$ cat config.mk
export PLATFORM = sky130hd
export DESIGN_NAME = hazard_ctrl
export DESIGN_NICKNAME = d
export VERILOG_FILES = /design/src/rtl/hazard_ctrl.sv
export SDC_FILE = /design/constraint.sdc
export NUM_CORES = 1
export LEC_CHECK = 0
export BUFFER_PORTS_ARGS = -buffer_cell sky130_fd_sc_hd__clkbuf_2
export CAP_MARGIN = 30
export CORE_MARGIN = 3
export CORE_UTILIZATION = 23
export CTS_BUF_LIST = sky130_fd_sc_hd__clkbuf_8 sky130_fd_sc_hd__clkbuf_16
export DETAILED_ROUTE_END_ITERATION = 10
export MAX_ROUTING_LAYER = met4
export PLACE_DENSITY = 0.45
export RECOVER_POWER = 100
export SLEW_MARGIN = 15
export SYNTH_ARGS = -nofsm -noshare
export SYNTH_HDL_FRONTEND = slang
export SYNTH_SLANG_ARGS = --single-unit
$ cat constraint.sdc
create_clock -name h_clk -period 1.8 [get_ports h_clk]
set_input_delay 0.36 -clock h_clk [delete_from_list [all_inputs] [get_ports h_clk]]
set_output_delay 0.36 -clock h_clk [all_outputs]
set_load 0.03 [all_outputs]
$ cat src/rtl/hazard_ctrl.sv
// hazard_ctrl: pipeline hazard controller for load-use stalls, taken-branch flushes and trap/MRET redirects
// Ports:
//   h_clk, h_rst            clock, asynchronous active-low reset
//   h_i_id_ce/rs1/rs2       decode-stage valid and source register addresses
//   h_i_ex_ce/load/rd       execute-stage valid, load flag and destination address
//   h_i_branch_taken        execute stage resolved a taken branch/jump
//   h_i_trap, h_i_mret      decode stage holds a trapping instruction or MRET
//   h_o_stall               hold fetch and decode registers
//   h_o_flush_id/ex         squash the decode instruction / bubble the execute stage
//   h_o_redirect(_sel)      load a new PC: 00 branch target, 01 trap vector, 10 mepc
//   h_o_state               current FSM state
// Optional macro HAZARD_PERF_EN adds saturating counters h_o_stall_cnt and h_o_flush_cnt.
module hazard_ctrl #(
    parameter int AWIDTH       = 5,
    parameter int DRAIN_CYCLES = 3
) (
    input  logic              h_clk,
    input  logic              h_rst,
    input  logic              h_i_id_ce,
    input  logic [AWIDTH-1:0] h_i_id_rs1,
    input  logic [AWIDTH-1:0] h_i_id_rs2,
    input  logic              h_i_ex_ce,
    input  logic              h_i_ex_load,
    input  logic [AWIDTH-1:0] h_i_ex_rd,
    input  logic              h_i_branch_taken,
    input  logic              h_i_trap,
    input  logic              h_i_mret,
    output logic              h_o_stall,
    output logic              h_o_flush_id,
    output logic              h_o_flush_ex,
    output logic              h_o_redirect,
    output logic [1:0]        h_o_redirect_sel,
`ifdef HAZARD_PERF_EN
    output logic [31:0]       h_o_stall_cnt,
    output logic [31:0]       h_o_flush_cnt,
`endif
    output logic [1:0]        h_o_state
);
    typedef enum logic [1:0] {
        RUN        = 2'b00,
        LOAD_STALL = 2'b01,
        DRAIN      = 2'b10,
        REDIRECT   = 2'b11
    } state_t;

    localparam logic [3:0] DRAIN_LOAD = 4'(DRAIN_CYCLES - 1);

    state_t     state_q, state_d;
    logic [3:0] cnt_q, cnt_d;
    logic       mret_q, mret_d;
    logic       load_use;

    assign load_use = h_i_id_ce && h_i_ex_ce && h_i_ex_load && (h_i_ex_rd != '0) &&
                      ((h_i_ex_rd == h_i_id_rs1) || (h_i_ex_rd == h_i_id_rs2));
    assign h_o_state = state_q;

    // Outputs are gated by reset so nothing is requested while the block is held in reset.
    always_comb begin
        state_d          = state_q;
        cnt_d            = cnt_q;
        mret_d           = mret_q;
        h_o_stall        = 1'b0;
        h_o_flush_id     = 1'b0;
        h_o_flush_ex     = 1'b0;
        h_o_redirect     = 1'b0;
        h_o_redirect_sel = 2'b00;
        if (h_rst) begin
            case (state_q)
                RUN: begin
                    if (h_i_branch_taken) begin
                        h_o_redirect = 1'b1;
                        h_o_flush_id = 1'b1;
                        h_o_flush_ex = 1'b1;
                    end else if (h_i_id_ce && (h_i_trap || h_i_mret)) begin
                        h_o_stall    = 1'b1;
                        h_o_flush_ex = 1'b1;
                        mret_d       = !h_i_trap;
                        cnt_d        = DRAIN_LOAD;
                        state_d      = DRAIN;
                    end else if (load_use) begin
                        h_o_stall    = 1'b1;
                        h_o_flush_ex = 1'b1;
                        state_d      = LOAD_STALL;
                    end
                end
                LOAD_STALL: state_d = RUN;
                DRAIN: begin
                    // A taken branch from an older instruction means the trap was on the wrong path.
                    if (h_i_branch_taken) begin
                        h_o_redirect = 1'b1;
                        h_o_flush_id = 1'b1;
                        h_o_flush_ex = 1'b1;
                        mret_d       = 1'b0;
                        cnt_d        = 4'd0;
                        state_d      = RUN;
                    end else begin
                        h_o_stall    = 1'b1;
                        h_o_flush_ex = 1'b1;
                        cnt_d        = (cnt_q == 4'd0) ? 4'd0 : cnt_q - 4'd1;
                        state_d      = (cnt_q == 4'd0) ? REDIRECT : DRAIN;
                    end
                end
                default: begin
                    h_o_redirect     = 1'b1;
                    h_o_flush_id     = 1'b1;
                    h_o_flush_ex     = 1'b1;
                    h_o_redirect_sel = mret_q ? 2'b10 : 2'b01;
                    mret_d           = 1'b0;
                    state_d          = RUN;
                end
            endcase
        end
    end

    always_ff @(posedge h_clk or negedge h_rst) begin
        if (!h_rst) begin
            state_q <= RUN;
            cnt_q   <= 4'd0;
            mret_q  <= 1'b0;
        end else begin
            state_q <= state_d;
            cnt_q   <= cnt_d;
            mret_q  <= mret_d;
        end
    end

`ifdef HAZARD_PERF_EN
    logic [31:0] stall_cnt_q, flush_cnt_q;

    assign h_o_stall_cnt = stall_cnt_q;
    assign h_o_flush_cnt = flush_cnt_q;

    always_ff @(posedge h_clk or negedge h_rst) begin
        if (!h_rst) begin
            stall_cnt_q <= 32'd0;
            flush_cnt_q <= 32'd0;
        end else begin
            if (h_o_stall && (stall_cnt_q != '1))
                stall_cnt_q <= stall_cnt_q + 32'd1;
            if (h_o_flush_id && (flush_cnt_q != '1))
                flush_cnt_q <= flush_cnt_q + 32'd1;
        end
    end
`endif
endmodule

Word-level counts from Yosys, hierarchy flattened
Index checks and enable logic that the tools add are counted.

operators by class
  add/sub/neg operators = 1
  multipliers = 0
  div/mod/pow operators = 0
  magnitude comparators = 0
  eq/ne operators = 8
  shift operators = 0
  mux-type cells = 30
  bitwise operators = 1
  reduce and logical (&&, ||, !) cells = 17

operators by type and width
  kind                 count
  $mux 4               4
  $mux 2               7
  $mux 1               13
  $eq 5x5->1           2
  $pmux 4 s2           1
  $ne 2x2->1 const B   3
  $pmux 1 s2           3
  $logic_and 1x1->1    5
  $reduce_and 5->1     1
  $reduce_bool 5->1    1
  $logic_not 4->1      1
  $pmux 2 s2           1
  $reduce_and 4->1     1
  $sub 4x1->4 const B  1
  $ne 3x3->1 const B   1
  $pmux 1 s3           1
  $reduce_and 3->1     1
  $reduce_or 3->1      1
  $eq 2x1->1 const B   1
  $eq 2x2->1 const B   1
  $logic_not 2->1      1
  $logic_or 1x1->1     2
  $reduce_bool 2->1    1
  $reduce_or 2->1      1
  2 further kinds      2

storage, ports and cells
  flip-flop bits (word level) = 7
  latch bits = 0
  memory bits (writable) = 0
  memory bits (read-only) = 0
  input bits = 23
  output and inout bits = 8
  word-level logic and storage cells = 60
  memories = 0

Longest topological paths before layout
Gate-level depths: netlist of the first run.

  word-level depth = 9
  depth in mapped cells = 6
  gate-level depth less buffers = 6

Worst setup path after synthesis of the first run
No wires, ideal clock.

  path type = register -> output
  from = reg state_q[0], in the netlist h_o_state[0]
  to = out h_o_flush_ex
  arrival time = 1.708 ns
  required time = 1.440 ns
  path slack = -0.268 ns
  cell stages (with the launch flop) = 6
  buffers on the path = 1
  cells stage by stage = dfrtp_1 -> buf_6 -> mux2i_1 -> nor2b_1 -> a21oi_1 -> o21ai_0

on the way
  longest elaborated chain between the ends = 3
  elaborated cells on any way between the ends = 4
  classes of those cells = eq/ne: 1; mux: 2; reduce/logical: 1

ends and longest elaborated chain
  what                                           line  source
  start: declaration                             48    state_t state_q, state_d;
  start signal: assignment                       121   state_q <= state_d;
  $eq 2x1->1 or $logic_not 2->1 (tied branches)  68    case (state_q)
  $pmux 1 s2 (*)                                 68
  $mux 1 (*)                                     67    if (h_rst) begin
  end: declaration                               30    output logic h_o_flush_ex,

Every way passes the cells marked *; elsewhere a longest branch is shown, timed or not.

Final worst setup path of the first run
  from = in h_i_ex_rd[2]
  to = out h_o_stall

on the way
  longest elaborated chain between the ends = 8
  elaborated cells on any way between the ends = 11
  classes of those cells = eq/ne: 2; mux: 5; reduce/logical: 4

ends and longest elaborated chain
  what                                                   line    source
  start: declaration                                     24      input logic [AWIDTH-1:0] h_i_ex_rd,
  $eq 5x5->1 or $reduce_bool 5->1 (tied branches)        54, 53
  $logic_or 1x1->1 or $logic_and 1x1->1 (tied branches)  54, 53
  $logic_and 1x1->1 (*)                                  53      assign load_use = h_i_id_ce && h_i_ex_ce && h_i_ex_load && (h_i_ex_rd != '0) &&
  $mux 1 (*)                                             80      end else if (load_use) begin
  $mux 1 (*)                                             74      end else if (h_i_id_ce && (h_i_trap || h_i_mret)) begin
  $mux 1 (*)                                             70      if (h_i_branch_taken) begin
  $pmux 1 s2 (*)                                         68
  $mux 1 (*)                                             67
  end: declaration                                       28      output logic h_o_stall,

Marked as above.

==> key figures, run 1 <==
Detailed routing
  • Post-route ant nets: 0
  • Via-to-Cell Ratio: approximately 4.7
  • Detailed-routing iteration count for the pre-antenna-repair pass: 4
  • Drt initial violations: 16
  • Vias post-DR: around 700
  • Total wire length: 1740 um
  • Remaining design rule violation count: 0
  • Post-detailed-route wirelength per cell: between 10 and 15 um

Timing
  • Count of pins over their slew limit: 0
  • Crit share post-route: 0.948
  • Min Tclk post-route: around 1.7 ns
  • Fin. Hold Viols: 0
  • Number of setup violations in the final report: 0
  • Worst-margin pin slew: between 0.3 and 0.4 ns
  • Fmax: 0.586 GHz
  • Min setup slack post-route: approximately 0.09 ns
  • Clock tree skew after final layout: around 0.00027 ns
  • Slew Limit Headroom: 0.757
  • Setup repair after global routing missed its margin: no

Placed design
  • Gpl congestion: 0.808
  • Quantity of I/O buffers inserted on ports: 30
  • Inst Count DP: 140
  • Worst slack, placed: 0.0509 ns
  • DP HPWL: roughly 1400 um

Logic synthesis
  • Synthesized netlist cell count: 81
  • Unique masters post-synth: 33
  • Top cells by instance count after synthesis: xor2_1, nor3_1, dfrtp_1, nor2_1
  • Number of flops mapped to enable cells by yosys: 0
  • Area share of the leading cell type in the synthesized netlist: 0.266
  • Average cell area after synthesis: 8.14 um2
  • Number of synthesized register bits: 7
  • Top_reg_cell synth: dfrtp_1
  • Top cell type by total area after synthesis: dfrtp_1
  • Count leader, synth: xor2_1
  • Net count after synthesis: between 100 and 150
  • Fraction of registers with async set or reset after synthesis: 1.00
  • Synth area leaders: dfrtp_1, xor2_1, nor3_1, nor2_1, o21ai_2
  • Post-synth design cell area: ~660 um2
  • Count of warnings emitted by yosys: 0
  • Sequential area share after synthesis: 0.266

Worst setup path
  • Path type of the worst setup path: in2out
  • Critical-path cell list: clkbuf_2 > xor2_1 > nor3_1 > a22oi_2 > o21ai_1 > buf_2
  • Capturing element type of the critical path: output pin
  • Delay contributed by the slowest stage of the critical path: approximately 0.23 ns
  • Cell depth of the worst flop-to-flop path: 6
  • CP arrival: 1.35 ns
  • Startpoint kind of the worst setup timing path: primary input
  • Crit-path max FO: 3
  • Critical path's slowest cell: nor3_1
  • Required arrival time at the worst endpoint: 1.44 ns

Pwr
  • Share of power burned in the clock network: 0.337
  • Total leakage power: around 0.41 nW
  • Power spent charging and discharging nets: about 220 uW
  • VDD IR-drop max: just under 400 uV
  • Switching Share: 0.340
  • Power per standard cell area: 711 mW/mm2
  • Relative contribution of sequential cells to total power: 0.310
  • Cell Int Power: between 400 and 500 uW
  • Fraction of power consumed by combinational cells: 0.352

Global routing
  • Pin count of the biggest net entering global routing: 16
  • Antenna violations before repair: 0
  • Total grt overflow: 0
  • First-pass GRT wire length: between 2000 and 3000 um
  • Aggregate global-route resource usage: 0.111
  • Vias in the first global route: approximately 640

Clock network
  • CTS tree: done
  • Total number of H-tree levels: 1
  • Clock net sink count: 7
  • Clk Latency, worst-skew pair: about 0.23 ns
  • Worst-case clock buffer depth: 2
  • Num CTS Buffers: 3
  • Reg clk slew, reported paths: about 0.04 ns
  • Number of buffers inserted by hold repair at cts: 0
  • Clock Root Buffer: clkbuf_8

Layout
  • Count of non-filler cells in the finished layout: between 100 and 150
  • Ratio of cells with drive above 1 in the final layout: 0.359
  • Area growth from synthesis to layout: 38.1%
  • Ant. Diodes: 0
  • Nets: around 140

Floorplanning
  • Height of the die: a little under 60 um
  • Number of placement rows: 18
  • Area of the core: about 0.0026 mm2
  • Die outline area: around 0.0035 mm2
  • Initial Util: 0.255
  • Count of boundary I/O pins: 31
  • Die span in x: around 60 um

Flow run
  • Max Cap Violations: 0

Min path
  • Hold WC Path Type: in2async

Status
  • Run status: finished, final reports clean
==> power by group through the flow <==
stage / clock network [mW] / logic, mW / registers, mW
after floorplan: 0 / 0.143 / 0.202
after global placement: 0 / 0.215 / 0.206
after detailed placement: 0 / 0.216 / 0.206
after CTS: 0.224 / 0.228 / 0.202
after global routing: 0.236 / 0.258 / 0.206
final: 0.218 / 0.228 / 0.201
==> cell families (layout without fill, tap and decap cells) <==
family | after synthesis | in the layout | synth area share
AOI/OAI and AO/OA | 19 | 19 | 0.194
DFF | 7 | 7 | 0.266
xor gates and xnor gates | 10 | 10 | 0.133
and+or+nand+nor | 33 | 33 | 0.279
buffers and inverters | 9 | 45 | 0.0759
muxes | 1 | 1 | 0.0152
adders and majority gates | 2 | 2 | 0.0379
==> through the flow <==
step                total power [mW]  setup TNS, ns   util  hold slack (ns)  area (um2)
CTS                            0.654              0  0.350            0.117         906
floorplan                      0.345        -0.0713      -           0.0644         662
global route                   0.700              0  0.352            0.195         911
detailed placement             0.421              0  0.325            0.360         841
global placement               0.421              0  0.325            0.361         841
finish                         0.648              0  0.352            0.156         911
==> path summary, 6_finish.rpt <==
| path | startpoint | endpoint | slack [ns] |
|---|---|---|---|
| max | h_i_ex_rd[2] | h_o_stall | 0.09 |
| min | h_rst | cnt_q[1] | 0.16 |
| max reg2reg | h_o_state[1] | cnt_q[3] | 0.16 |
| min reg2reg | cnt_q[0] | cnt_q[0] | 0.51 |
| max in group asynchronous | h_rst | h_o_state[0] | 1.47 |
| min in group h_clk | cnt_q[0] | cnt_q[0] | 0.51 |
==> timing repair <==
action / CTS / global route
buffers inserted: 2 / 1
endpoints found under the setup margin: 2 / 2
resized for setup: 3 / 5
==> worst max-delay path: cells and delay by family <==
kind / cells / cell delay (ns)
and+or+nand+nor: 1 / 0.23
buffers and inverters: 2 / 0.32
xor gates and xnor gates: 1 / 0.16
AOI/OAI and AO/OA: 2 / 0.28
==> layout make-up <==
type | count | area, um2
fillers | 276 | 1680
multi-input cells | 65 | 449
flip-flops and latches | 7 | 178
repair buffers | 36 | 183
clock inverters | 1 | 3.75
clock buffers | 3 | 41.3
well taps | 30 | 37.5
inverters | 5 | 18.8
==> state kept, by name (all words and copies together) (netlist names) <==
signal     flops
mret_q         1
h_o_state      2
cnt_q          4
==> routing by layer <==
metal  track usage  vias up  routed length [um]
li1              -      357                   -
met1         0.150      315                 840
met2         0.156       18                 782
met3        0.0261        2                  93
met4        0.0475        0                  25
met5             -        -                   0
==> layout by cell type, fill, tap and decap left out, types with 4 or more instances in the layout <==
| cell type | netlist | final |
|---|---|---|
| inv_1 | 5 | 6 |
| xor2_1 | 10 | 10 |
| nor3_1 | 8 | 7 |
| buf_4 | 2 | 4 |
| clkbuf_2 | 0 | 22 |
| nand3_1 | 4 | 4 |
| nor2_1 | 7 | 7 |
| dfrtp_1 | 7 | 5 |
| clkbuf_1 | 0 | 8 |
(Power assumes the default switching activity.)
==> run 2, diff against run 1 <==
clock period = 2.2 ns   (was 1.8 ns; I/O delays follow)
==> key figures, run 2 (synthesized netlist as in run 1, its figures left out) <==
Detailed routing
  • Met2 WL post-DR: approximately 780 um
  • Detailed-routing iteration count for the pre-antenna-repair pass: 3
  • Post-detailed-route wirelength per cell: roughly 12 um
  • Total wire length: 1660 um
  • Via-to-Cell Ratio: between 4 and 5
  • Drt initial violations: 14
  • Vias post-DR: between 600 and 700
  • Uppermost layer routed: met4
  • Remaining design rule violation count: 0
  • Met3 wirelength from detailed routing: ~100 um
  • Routed metal-1 wirelength: 744 um
  • Post-route ant nets: 0

Pwr
  • Post-layout power: 500 uW
  • Total leakage power: about 0.38 nW
  • VDD IR-drop max: between 200 and 250 uV
  • Power per standard cell area: roughly 600 mW/mm2

Layout
  • Commonest non-fill, non-tap cell in the layout: clkbuf_2
  • Register with the most flip-flops: cnt_q
  • Ant. Diodes: 0
  • Utilization after layout: 0.327
  • Number of flip-flops under the largest register name: 4
  • Most frequent cells in the layout: clkbuf_2, xor2_1, nor3_1, clkbuf_1
  • Area growth from synthesis to layout: 28.3%
  • Count of non-filler cells in the finished layout: about 140
  • Nets: 138
  • Post-route cell area: between 800 and 900 um2
  • Count of fill cells added during filler insertion: approximately 280
  • Ratio of cells with drive above 1 in the final layout: 0.259

Clock network
  • Number of buffers inserted by hold repair at cts: 0
  • Worst-case clock buffer depth: 2
  • Clk Latency, worst-skew pair: 0.22 ns
  • CTS tree: done
  • Total number of H-tree levels: 1
  • Buffer count from post-CTS setup fixing: 0
  • Reg clk slew, reported paths: about 0.04 ns
  • Clock net sink count: 7
  • Num CTS Buffers: 3
  • Clock Root Buffer: clkbuf_8
  • Gates resized, CTS repair: 0

Flow run
  • Max Cap Violations: 0

Timing
  • Count of pins over their slew limit: 0
  • Clock tree skew after final layout: ~0.0021 ns
  • Worst-margin pin slew: 0.565 ns
  • Setup repair after global routing missed its margin: no
  • Hold slack: between 0.3 and 0.4 ns
  • Fmax: a little under 0.5 GHz
  • Min setup slack post-route: about 0.18 ns
  • Setup tns final: 0 ns
  • Crit share post-route: 0.919
  • Slew Limit Headroom: 0.623
  • Number of setup violations in the final report: 0
  • Min Tclk post-route: 2.02 ns
  • Fin. Hold Viols: 0

Placed design
  • Instance area at placement: approximately 800 um2
  • Gpl congestion: a little over 0.7
  • Worst slack, placed: roughly 0.27 ns
  • DP HPWL: 1460 um
  • Inst Count DP: roughly 140
  • Quantity of I/O buffers inserted on ports: 30

Worst setup path
  • Capturing element type of the critical path: output pin
  • CP endpoint: h_o_stall
  • CP arrival: approximately 1.6 ns
  • Cell depth of the worst flop-to-flop path: 4
  • Path type of the worst setup path: in2out
  • Critical Path Source: h_i_ex_rd[2]
  • Startpoint kind of the worst setup timing path: primary input
  • Register-to-register setup slack: between 0.4 and 0.5 ns
  • Worst reg2reg path startpoint: h_o_state[0]
  • Required arrival time at the worst endpoint: between 1.5 and 2 ns
  • Crit-path max FO: 3
  • Capture point of the worst reg-to-reg path: cnt_q[3]

Floorplanning
  • Number of placement rows: 18
  • Die span in x: 59.5 um
  • Count of boundary I/O pins: 31
  • Initial Util: 0.255
  • Die outline area: roughly 0.0035 mm2
  • Height of the die: approximately 60 um
  • Area of the core: around 0.0026 mm2

Global routing
  • First-pass GRT wire length: around 2800 um
  • Total grt overflow: 0
  • Antenna violations before repair: 0
  • Aggregate global-route resource usage: 0.108
  • Pin count of the biggest net entering global routing: 12
  • Vias in the first global route: just under 700

Status
  • Run status: finished, final reports clean

Min path
  • Hold WC Path Type: in2async
-- run 2: cell count changes in the layout (fill, tap and decap cells not counted), sizes merged --
cell / before / now
buf: 5 / 1
clkbuf: 34 / 33
-- run 2: how the worst min path moves through the flow --
stage / from / endpoint / slack [ns]
2_1_floorplan: h_rst / cnt_q[0] / 0.14
3_3_place_gp: h_rst / cnt_q[1] / 0.47
3_5_place_dp: h_rst / cnt_q[1] / 0.47
4_1_cts: h_rst / cnt_q[1] / 0.23
5_1_grt: h_rst / cnt_q[1] / 0.39
6_report: h_rst / cnt_q[2] / 0.34
-- run 2: per-layer routing --
layer,track usage,up-vias
li1,-,349
met1,0.130,301
met2,0.172,29
met3,0.0218,4
met4,0.0475,0
met5,-,-
-- run 2: report_power, final --
part / internal (mW) / switching, mW
registers: 0.147 / 0.0193
clock network: 0.120 / 0.0530
logic: 0.0653 / 0.0943
total: 0.333 / 0.167
-- run 2: final cells by class --
class	count	area, um2	area share
timing repair buffer	31	148	0.175
sequential	7	175	0.207
tap	30	37.5	0.0444
multi-input combinational	65	422	0.499
clock buffer	3	41.3	0.0488
clock inverter	1	3.75	0.00444
inverter	5	18.8	0.0222
-- run 2: critical path, stage by stage --
cell	delay, ns
clkbuf_2	0.12
xor2_1	0.16
nor3_1	0.20
a22oi_1	0.14
o21ai_0	0.17
clkbuf_1	0.34
